**src/rtl/unit_core_dispatch.sv**
```systemverilog
// rtl/unit_core_dispatch.sv - single-slot record dispatcher, round-robin chunked fan-out to cores
// Optional broadcast mode: define DISPATCH_BROADCAST_EN.
module unit_core_dispatch #(
  parameter int NUM_CORES = 16,
  parameter int REC_WIDTH = 112,
  parameter int DIN_WIDTH = 16,
  parameter int ADDR_W    = 3
) (
  input  logic                 CLK,
  input  logic                 RST_N,
  input  logic [NUM_CORES-1:0] DUMMY_CORES,
  input  logic [REC_WIDTH-1:0] din,
  input  logic                 bcast,
  input  logic                 wr_en,
  output logic                 full,
  input  logic [NUM_CORES-1:0] crypt_ready,
  output logic [NUM_CORES-1:0] core_wr_en,
  output logic [DIN_WIDTH-1:0] core_din,
  output logic [ADDR_W-1:0]    core_addr_in,
  output logic                 idle,
  output logic                 err,
  output logic [31:0]          num_dispatched
);

  localparam int NUM_CHUNKS = (REC_WIDTH + DIN_WIDTH - 1) / DIN_WIDTH;
  localparam int PAD_W      = NUM_CHUNKS * DIN_WIDTH;
  localparam int LC_W       = (NUM_CORES > 1) ? $clog2(NUM_CORES) : 1;

  if (NUM_CHUNKS > (1 << ADDR_W)) begin : g_addr_chk
    $error("unit_core_dispatch: ADDR_W too small for NUM_CHUNKS");
  end
  if (NUM_CORES < 1 || NUM_CORES > 32) begin : g_cores_chk
    $error("unit_core_dispatch: NUM_CORES out of range 1..32");
  end

  typedef enum logic [1:0] {S_IDLE, S_SELECT, S_SEND} state_t;

  state_t               r_state, w_next;
  logic                 r_full, r_armed, r_bcast, r_err;
  logic [REC_WIDTH-1:0] r_din;
  logic [NUM_CORES-1:0] r_mask, w_mask, w_elig, w_onehot;
  logic [LC_W-1:0]      r_last, r_target, w_target;
  logic [ADDR_W-1:0]    r_chunk;
  logic [31:0]          r_count;
  logic [PAD_W-1:0]     w_padded;
  logic                 w_found, w_go, w_accept, w_last_chunk, w_is_bcast, w_send;
  int                   w_idx;

  // r_armed blocks the write on the first edge after reset release
  assign w_accept     = wr_en & ~r_full & r_armed;
  assign w_send       = (r_state == S_SEND);
  assign w_last_chunk = w_send && (r_chunk == ADDR_W'(NUM_CHUNKS - 1));
  assign w_elig       = crypt_ready & ~DUMMY_CORES;
  assign w_onehot     = NUM_CORES'(1) << w_target;
  assign w_padded     = PAD_W'(r_din);

  always_comb begin
    w_found  = 1'b0;
    w_target = '0;
    w_idx    = 0;
    for (int i = 0; i < NUM_CORES; i++) begin
      w_idx = int'(r_last) + 1 + i;
      if (w_idx >= NUM_CORES) w_idx = w_idx - NUM_CORES;
      if (!w_found && 1'(w_elig >> w_idx)) begin
        w_found  = 1'b1;
        w_target = LC_W'(w_idx);
      end
    end
  end

`ifdef DISPATCH_BROADCAST_EN
  assign w_is_bcast = r_bcast;
  assign w_go       = r_bcast ? ((&(crypt_ready | DUMMY_CORES)) && !(&DUMMY_CORES)) : w_found;
  assign w_mask     = r_bcast ? ~DUMMY_CORES : w_onehot;
`else
  logic w_unused_bcast;
  assign w_unused_bcast = r_bcast;
  assign w_is_bcast     = 1'b0;
  assign w_go           = w_found;
  assign w_mask         = w_onehot;
`endif

  always_comb begin
    w_next = r_state;
    case (r_state)
      S_IDLE:   if (r_full || w_accept) w_next = S_SELECT;
      S_SELECT: if (w_go) w_next = S_SEND;
      S_SEND:   if (w_last_chunk) w_next = S_IDLE;
      default:  w_next = S_IDLE;
    endcase
  end

  always_ff @(posedge CLK or negedge RST_N) begin
    if (!RST_N) begin
      r_state  <= S_IDLE;
      r_armed  <= 1'b0;
      r_full   <= 1'b0;
      r_din    <= '0;
      r_bcast  <= 1'b0;
      r_err    <= 1'b0;
      r_mask   <= '0;
      r_target <= '0;
      r_last   <= LC_W'(NUM_CORES - 1);
      r_chunk  <= '0;
      r_count  <= '0;
    end else begin
      r_state <= w_next;
      r_armed <= 1'b1;
      if (w_accept) begin
        r_full  <= 1'b1;
        r_din   <= din;
        r_bcast <= bcast;
      end
      // Mask and target are latched so ready/dummy changes cannot disturb a transfer
      if (r_state == S_SELECT && w_go) begin
        r_mask   <= w_mask;
        r_target <= w_target;
        r_chunk  <= '0;
      end
      if (w_send) begin
        r_chunk <= r_chunk + ADDR_W'(1);
        if (w_last_chunk) begin
          r_full  <= 1'b0;
          r_count <= r_count + 32'd1;
          if (!w_is_bcast) r_last <= r_target;
        end
      end
      if (r_full && (&DUMMY_CORES)) r_err <= 1'b1;
    end
  end

  assign full           = r_full;
  assign idle           = ~r_full & (r_state == S_IDLE);
  assign err            = r_err;
  assign num_dispatched = r_count;
  assign core_wr_en     = w_send ? r_mask : '0;
  assign core_addr_in   = w_send ? r_chunk : '0;
  assign core_din       = w_send ? DIN_WIDTH'(w_padded >> (r_chunk * DIN_WIDTH)) : '0;

endmodule
```
**config.mk**
```make
export PLATFORM = sky130hd
export DESIGN_NAME = unit_core_dispatch
export DESIGN_NICKNAME = d
export VERILOG_FILES = /design/src/rtl/unit_core_dispatch.sv
export SDC_FILE = /design/constraint.sdc
export NUM_CORES = 1
export LEC_CHECK = 0
export CAP_MARGIN = 20
export CORE_ASPECT_RATIO = 0.9
export CORE_MARGIN = 1
export CORE_UTILIZATION = 40
export DETAILED_ROUTE_END_ITERATION = 6
export PLACE_DENSITY = 0.7
export SETUP_SLACK_MARGIN = 0.5
export SLEW_MARGIN = 40
export SYNTH_ARGS = -nofsm -noshare
export SYNTH_HDL_FRONTEND = slang
export SYNTH_SLANG_ARGS = --single-unit
```
**constraint.sdc**
```tcl
create_clock -name CLK -period 10.6 [get_ports CLK]
set_input_delay 2.12 -clock CLK [delete_from_list [all_inputs] [get_ports CLK]]
set_output_delay 2.12 -clock CLK [all_outputs]
set_load 0.03 [all_outputs]
```
==> results.sh, run 1 <==
export IMPL_synth_largest_area_cell="dfrtp_1"
export IMPL_clock_fmax_mhz=148
export IMPL_yosysTopAreaCellShare_pct=38.3
export IMPL_worstSetupPathType="flip-flop to flip-flop"
export IMPL_grt_setup_unrepaired="false"
export IMPL_route_layer_met1_wl_um=13700
export IMPL_worst_pin_slew_ns=0.894
export IMPL_firstDrtPassIters=5
export IMPL_relSlewSlack_pct=40.0
export IMPL_maxCapViolCount=0
export IMPL_holdCritPathClass="flip-flop to flip-flop"
export IMPL_outcome="completed"
export IMPL_place_area_um2=13700
export IMPL_period_minus_slack_ns=6.74
export IMPL_top_layer="met5"
export IMPL_drive_gt1_share_pct=19.7
export IMPL_reg2reg_from="r_last[0]"
export IMPL_routed_wl_met3_um=3280
export IMPL_power_mw=5.18
export IMPL_initial_utilization_pct=41.1
export IMPL_finalSetupTns_ns=0
export IMPL_nFillCells=2434
export IMPL_ys_top_cells_by_count="dfrtp_1, mux2_2, nor2_1"
export IMPL_crit_path_max_fanout=46
export IMPL_timing_hold_ws_ns=0.477
export IMPL_clkPwrFrac_pct=12.3
export IMPL_ys_async_sr_fraction_pct=100
export IMPL_p_int_mw=2.66
export IMPL_power_static_leakage_nw=5.77
export IMPL_gp_congestion=1.02
export IMPL_num_vias=9241
export IMPL_htreeDepth=4
export IMPL_fin_skew_ns=0.0246
export IMPL_final_period_utilization_pct=63.6
export IMPL_drt_wirelength_per_cell_um=20.3
export IMPL_dieWidth_um=179
export IMPL_cp_required_ns=10.96
export IMPL_power_frac_comb_pct=66.7
export IMPL_grt_overflow=0
export IMPL_std_cell_rows=57
export IMPL_final_max_slew_violation_count=0
export IMPL_die_h_um=161
export IMPL_synth_most_common_cell="dfrtp_1"
export IMPL_cts_tree="done"
export IMPL_core_um2=27300
export IMPL_hp_start="num_dispatched[31]"
export IMPL_critPathCaptureType="flip-flop"
export IMPL_final_area_um2=14300
export IMPL_syn_to_final_growth_pct=27.3
export IMPL_grt_pass1_wl_um=52100
export IMPL_synth_area_um2=11200
export IMPL_ioPinCount=218
export IMPL_arrival_ns=7.10
export IMPL_yosys_top_cells_area="dfrtp_1, mux2_2, mux4_2"
export IMPL_power_density_nw_per_um2=362
export IMPL_routed_via_density=5.76
export IMPL_cts_setup_buffers=0
export IMPL_rrSetupSlack_ns=3.86
export IMPL_setup_violations=0
export IMPL_port_buffer_count=216
export IMPL_synth_cell_types=95
export IMPL_r2r_cells=15
export IMPL_whs_endpoint="num_dispatched[31]"
export IMPL_syn_inst=1053
export IMPL_min_delay_path_depth=1
export IMPL_multiInputGateArea_um2=6500
export IMPL_grt_max_degree=105
export IMPL_p_switching_mw=2.52
export IMPL_wirelength_um=32600
export IMPL_clock_latency_ns=0.44
export IMPL_startpoint_type="flip-flop"
export IMPL_antenna_left=0
export IMPL_ys_warnings_count=0
export IMPL_antenna_found_initial=3
export IMPL_track_usage_pct=23.5
export IMPL_ys_ff_latch=176
export IMPL_hold_violations=0
export IMPL_ir_drop_mv=0.186
export IMPL_ys_flop_type="dfrtp_1"
export IMPL_synth_area_per_cell_um2=10.7
export IMPL_num_nets_final=1408
export IMPL_r2r_end="r_mask[9]"
export IMPL_clockBufferDepth=2
export IMPL_ctsRootBufferMaster="clkbuf_16"
export IMPL_final_seq_area_um2=4410
export IMPL_drc=0
export IMPL_grt_pass1_vias=9345
export IMPL_synth_fp_nets=1224
export IMPL_routed_wl_met2_um=14900
export IMPL_clk_pin_slew_worst_paths_ns=0.07
export IMPL_cts_hold_buffers=0
export IMPL_drtIter0Drc=707
export IMPL_ys_seq_area_share_pct=39.2
export IMPL_cts_sinks=176
export IMPL_sequentialPowerShare_pct=21.0
export IMPL_swShare_pct=48.6
export IMPL_synth_edf_count=0
export IMPL_dieArea_um2=28800
export IMPL_cts_resized=0
export IMPL_dp_hpwl_um=24100
export IMPL_cts_made_buffers=17
==> how the worst max path moves through the flow <==
stage / depth (start not counted) / end / slack (ns) / start
after global placement: 12 / r_mask[7] / 3.51 / DUMMY_CORES[0]
after detailed placement: 12 / r_mask[7] / 3.89 / DUMMY_CORES[12]
after CTS: 15 / r_mask[9] / 3.92 / r_last[0]
after floorplan: 21 / r_mask[1] / 5.23 / r_last[0]
after global routing: 15 / r_mask[11] / 3.57 / r_last[0]
final: 15 / r_mask[9] / 3.86 / r_last[0]
==> stage by stage <==
step / util (%) / instances / setup slack [ns]
after detailed placement: 50.1 / 1571 / 3.89
after global placement: 50.0 / 1571 / 3.51
after CTS: 52.2 / 1603 / 3.92
final: 52.4 / 1605 / 3.86
after global routing: 52.4 / 1605 / 3.57
after floorplan: - / 1053 / 5.23
==> placed cells by master (no fill, tap or decap), types with 10 or more instances in the layout <==
master           netlist  routed
a211oi_1              22      22
a21oi_1               37      37
and2_1                25      25
buf_4                  1      10
clkbuf_16              0      17
clkdlybuf4s50_1        0     215
dfrtp_1              172     171
ha_1                  23      23
inv_1                 14      14
mux2_2               121     121
mux2i_1               31      30
mux4_2                34      34
nand2_1               75      74
nand2b_1              27      27
nand3_1               28      28
nand4_1               13      13
nor2_1                79      79
nor2b_1               11      11
nor3_1                14      14
o211ai_1              18      18
o21ai_0               24      24
o21ai_1               12      12
xnor2_1               37      37
==> per-layer routing <==
metal	up-vias	GRT usage (%)
met4	4	5.97
met5	-	0
li1	4293	-
met3	40	7.72
met1	4533	31.2
met2	371	36.6
==> area by class of cell <==
| cell class | count | area share (%) |
|---|---|---|
| Multi-Input combinational cell | 796 | 45.5 |
| Clock buffer | 18 | 3.00 |
| Timing Repair Buffer | 228 | 15.9 |
| Clock inverter | 14 | 1.17 |
| Sequential cell | 176 | 30.8 |
| Antenna cell | 1 | 0.0175 |
| Tap cell | 354 | 3.10 |
| Inverter | 18 | 0.472 |
==> flip-flops by register name, indices dropped and copies added (netlist names), 2 cells and up <==
register and flops:
r_state 2, num_dispatched 32, r_chunk 3, r_last 4
r_target 4, r_mask 16, r_din 112
==> power by group through the flow <==
stage               sequential [mW]  clock (mW)  combinational (mW)
floorplan                      1.05           0                2.54
global placement               1.08           0                3.33
detailed placement             1.10           0                3.38
CTS                            1.09       0.657                3.40
global route                   1.12       0.679                3.73
finish                         1.09       0.639                3.45
==> worst max-delay path, cell delays in order, from the launching register on <==
cell and delay [ns]:
dfstp_2 0.52, buf_4 0.43, ha_1 0.56, ha_1 0.73, inv_1 0.59, ha_1 0.62, inv_1 0.25, mux2_2 0.30
a21oi_1 0.13, or4b_4 0.64, or4_4 0.59, or4_4 0.56, o211ai_2 0.10, mux2i_4 0.17, nor3b_4 0.29, a22o_1 0.17
==> logic make-up after synthesis <==
family | share of synthesized area, %
compound gates | 12.4
xor+xnor | 3.82
simple gates | 17.0
buf+inv | 3.02
other cells | 0.0334
fa+ha+maj | 2.56
mux | 21.9
flops | 39.2
(Power assumes the default switching activity.)
==> inputs of run 2 (changes only) <==
==> constraint.sdc (replaced) <==
create_clock -name CLK -period 7.1 [get_ports CLK]
set_input_delay 1.42 -clock CLK [delete_from_list [all_inputs] [get_ports CLK]]
set_output_delay 1.42 -clock CLK [all_outputs]
set_load 0.03 [all_outputs]
==> run 2 against run 1 <==
Effect of this change: via count is 0.58% higher; clock skew fell by 0.0052 ns; flip-flop and latch count did not move; final cell count is 1.1% higher; sequential share of layout area shrank 0.32 points; clock power grew 54%; combinational power is 54% higher; register-to-register slack worse by 2.6 ns; fmax grew 15%; wire length rose by 1.5%.
==> results.sh, run 2 (synthesis results as in run 1) <==
export IMPL_critPathCaptureType="flip-flop"
export IMPL_worstSetupPathType="flip-flop to flip-flop"
export IMPL_place_inst=1591
export IMPL_cp_slowest_cell="dfstp_2"
export IMPL_fin_skew_ns=0.0193
export IMPL_clock_latency_ns=0.43
export IMPL_grt_setup_unrepaired="false"
export IMPL_num_nets_final=1427
export IMPL_clockBufferDepth=2
export IMPL_maxCapViolCount=0
export IMPL_grt_max_degree=101
export IMPL_drt_wirelength_per_cell_um=20.4
export IMPL_port_buffer_count=216
export IMPL_grt_pass1_vias=9325
export IMPL_largest_register="r_din"
export IMPL_wirelength_um=33000
export IMPL_cts_hold_buffers=0
export IMPL_fin_ws_ns=1.26
export IMPL_cp_required_ns=7.46
export IMPL_die_h_um=161
export IMPL_layout_commonest_cell="clkdlybuf4s50_1"
export IMPL_reg2reg_from="r_last[0]"
export IMPL_grt_overflow=0
export IMPL_final_seq_area_um2=4410
export IMPL_power_density_nw_per_um2=551
export IMPL_core_um2=27300
export IMPL_syn_to_final_growth_pct=28.6
export IMPL_min_delay_path_depth=2
export IMPL_rrSetupSlack_ns=1.26
export IMPL_cts_resized=0
export IMPL_period_minus_slack_ns=5.84
export IMPL_std_cell_rows=57
export IMPL_final_period_utilization_pct=82.2
export IMPL_largest_reg_flops=112
export IMPL_hp_start="r_target[2]"
export IMPL_drive_gt1_share_pct=21.0
export IMPL_final_cell_mix="clkdlybuf4s50_1, dfrtp_1, mux2_2"
export IMPL_cts_tree="done"
export IMPL_outcome="completed"
export IMPL_gp_congestion=0.983
export IMPL_setup_violations=0
export IMPL_cts_made_buffers=17
export IMPL_holdCritPathClass="flip-flop to flip-flop"
export IMPL_initial_utilization_pct=41.1
export IMPL_antenna_found_initial=2
export IMPL_relSlewSlack_pct=49.6
export IMPL_firstDrtPassIters=5
export IMPL_track_usage_pct=23.5
export IMPL_whs_endpoint="r_last[2]"
export IMPL_preCtsSetupSlack_ns=1.38
export IMPL_clk_pin_slew_worst_paths_ns=0.07
export IMPL_ir_drop_mv=0.329
export IMPL_dp_hpwl_um=25000
export IMPL_arrival_ns=6.20
export IMPL_clock_fmax_mhz=171
export IMPL_cp_slowest_stage_delay_ns=0.92
export IMPL_dieArea_um2=28800
export IMPL_startpoint_type="flip-flop"
export IMPL_antenna_diode_count=0
export IMPL_cts_sinks=176
export IMPL_nFillCells=2388
export IMPL_hold_violations=0
export IMPL_ctsRootBufferMaster="clkbuf_16"
export IMPL_crit_chain="and3_1 -> xnor2_4 -> ha_1 -> nor2b_1 -> xnor2_1 -> inv_1 -> ha_1 -> nand2b_1 -> mux2_2 -> nor2_1 -> or4b_4 -> or4_4 -> or4_4 -> o211ai_2 -> mux2i_4 -> nor3_4 -> a22o_1"
export IMPL_grt_pass1_wl_um=52000
export IMPL_routed_via_density=5.73
export IMPL_cts_setup_buffers=0
export IMPL_multiInputGateArea_um2=6510
export IMPL_ioPinCount=218
export IMPL_htreeDepth=4
export IMPL_drtIter0Drc=729
export IMPL_num_vias=9295
export IMPL_crit_path_max_fanout=26
export IMPL_finalSetupTns_ns=0
export IMPL_r2r_cells=17
export IMPL_drc=0
export IMPL_power_mw=7.97
export IMPL_final_max_slew_violation_count=0
export IMPL_dieWidth_um=179
export IMPL_antenna_left=0
export IMPL_r2r_end="r_mask[7]"
export IMPL_power_static_leakage_nw=5.86
export IMPL_stdcell_count=1623
export IMPL_worst_pin_slew_ns=0.756
[run 2: worst max path at each step]
stage,startpoint,to,slack (ns),depth (start not counted)
after global routing,r_last[0],r_mask[3],1.11,17
after detailed placement,r_last[0],r_mask[3],1.38,17
final,r_last[0],r_mask[7],1.26,17
after CTS,r_last[0],r_mask[3],1.37,17
after floorplan,r_last[0],r_mask[1],1.73,21
after global placement,DUMMY_CORES[0],r_mask[15],1.42,12
[run 2: stage by stage]
step           instance area, µm²  hold slack, ns  util [%]
2_1_floorplan               11200           0.440         -
3_3_place_gp                13800           0.462      50.5
3_5_place_dp                13800           0.469      50.6
4_1_cts                     14400           0.484      52.9
5_1_grt                     14500           0.505      52.9
6_report                    14500           0.476      52.9
[run 2: routing by layer]
metal	part of all wire [%]	vias to the layer above	global-route usage, %
li1	-	4319	-
met1	44	4563	32.4
met2	46	368	36.3
met3	8.7	43	6.66
met4	1.8	2	5.70
met5	0.039	-	0
[run 2: report_power, final]
| group | switching, mW | total (mW) | internal [mW] | leakage, nW |
|---|---|---|---|---|
| Sequential | 0.249 | 1.65 | 1.40 | 2.19 |
| Combinational | 3.11 | 5.33 | 2.23 | 3.38 |
| Clock | 0.446 | 0.983 | 0.537 | 0.292 |
[run 2: cell type report]
type | count | area share, %
clock inverter | 15 | 1.33
sequential | 176 | 30.5
tap | 354 | 3.06
multi-input combinational | 796 | 45.0
timing repair buffer | 247 | 16.7
clock buffer | 17 | 2.94
inverter | 18 | 0.467
[run 2: critical path: cells and delay by family, from the launching register on]
kind                     cells  cell delay, ns
multiplexers                 2            0.36
buffers and inverters        1            0.07
XOR/XNOR                     2            0.47
AND/OR/NAND/NOR              8            2.96
flip-flops                   1            0.92
AO/OA/AOI/OAI                2            0.26
adder cells (fa/ha/maj)      2            0.72
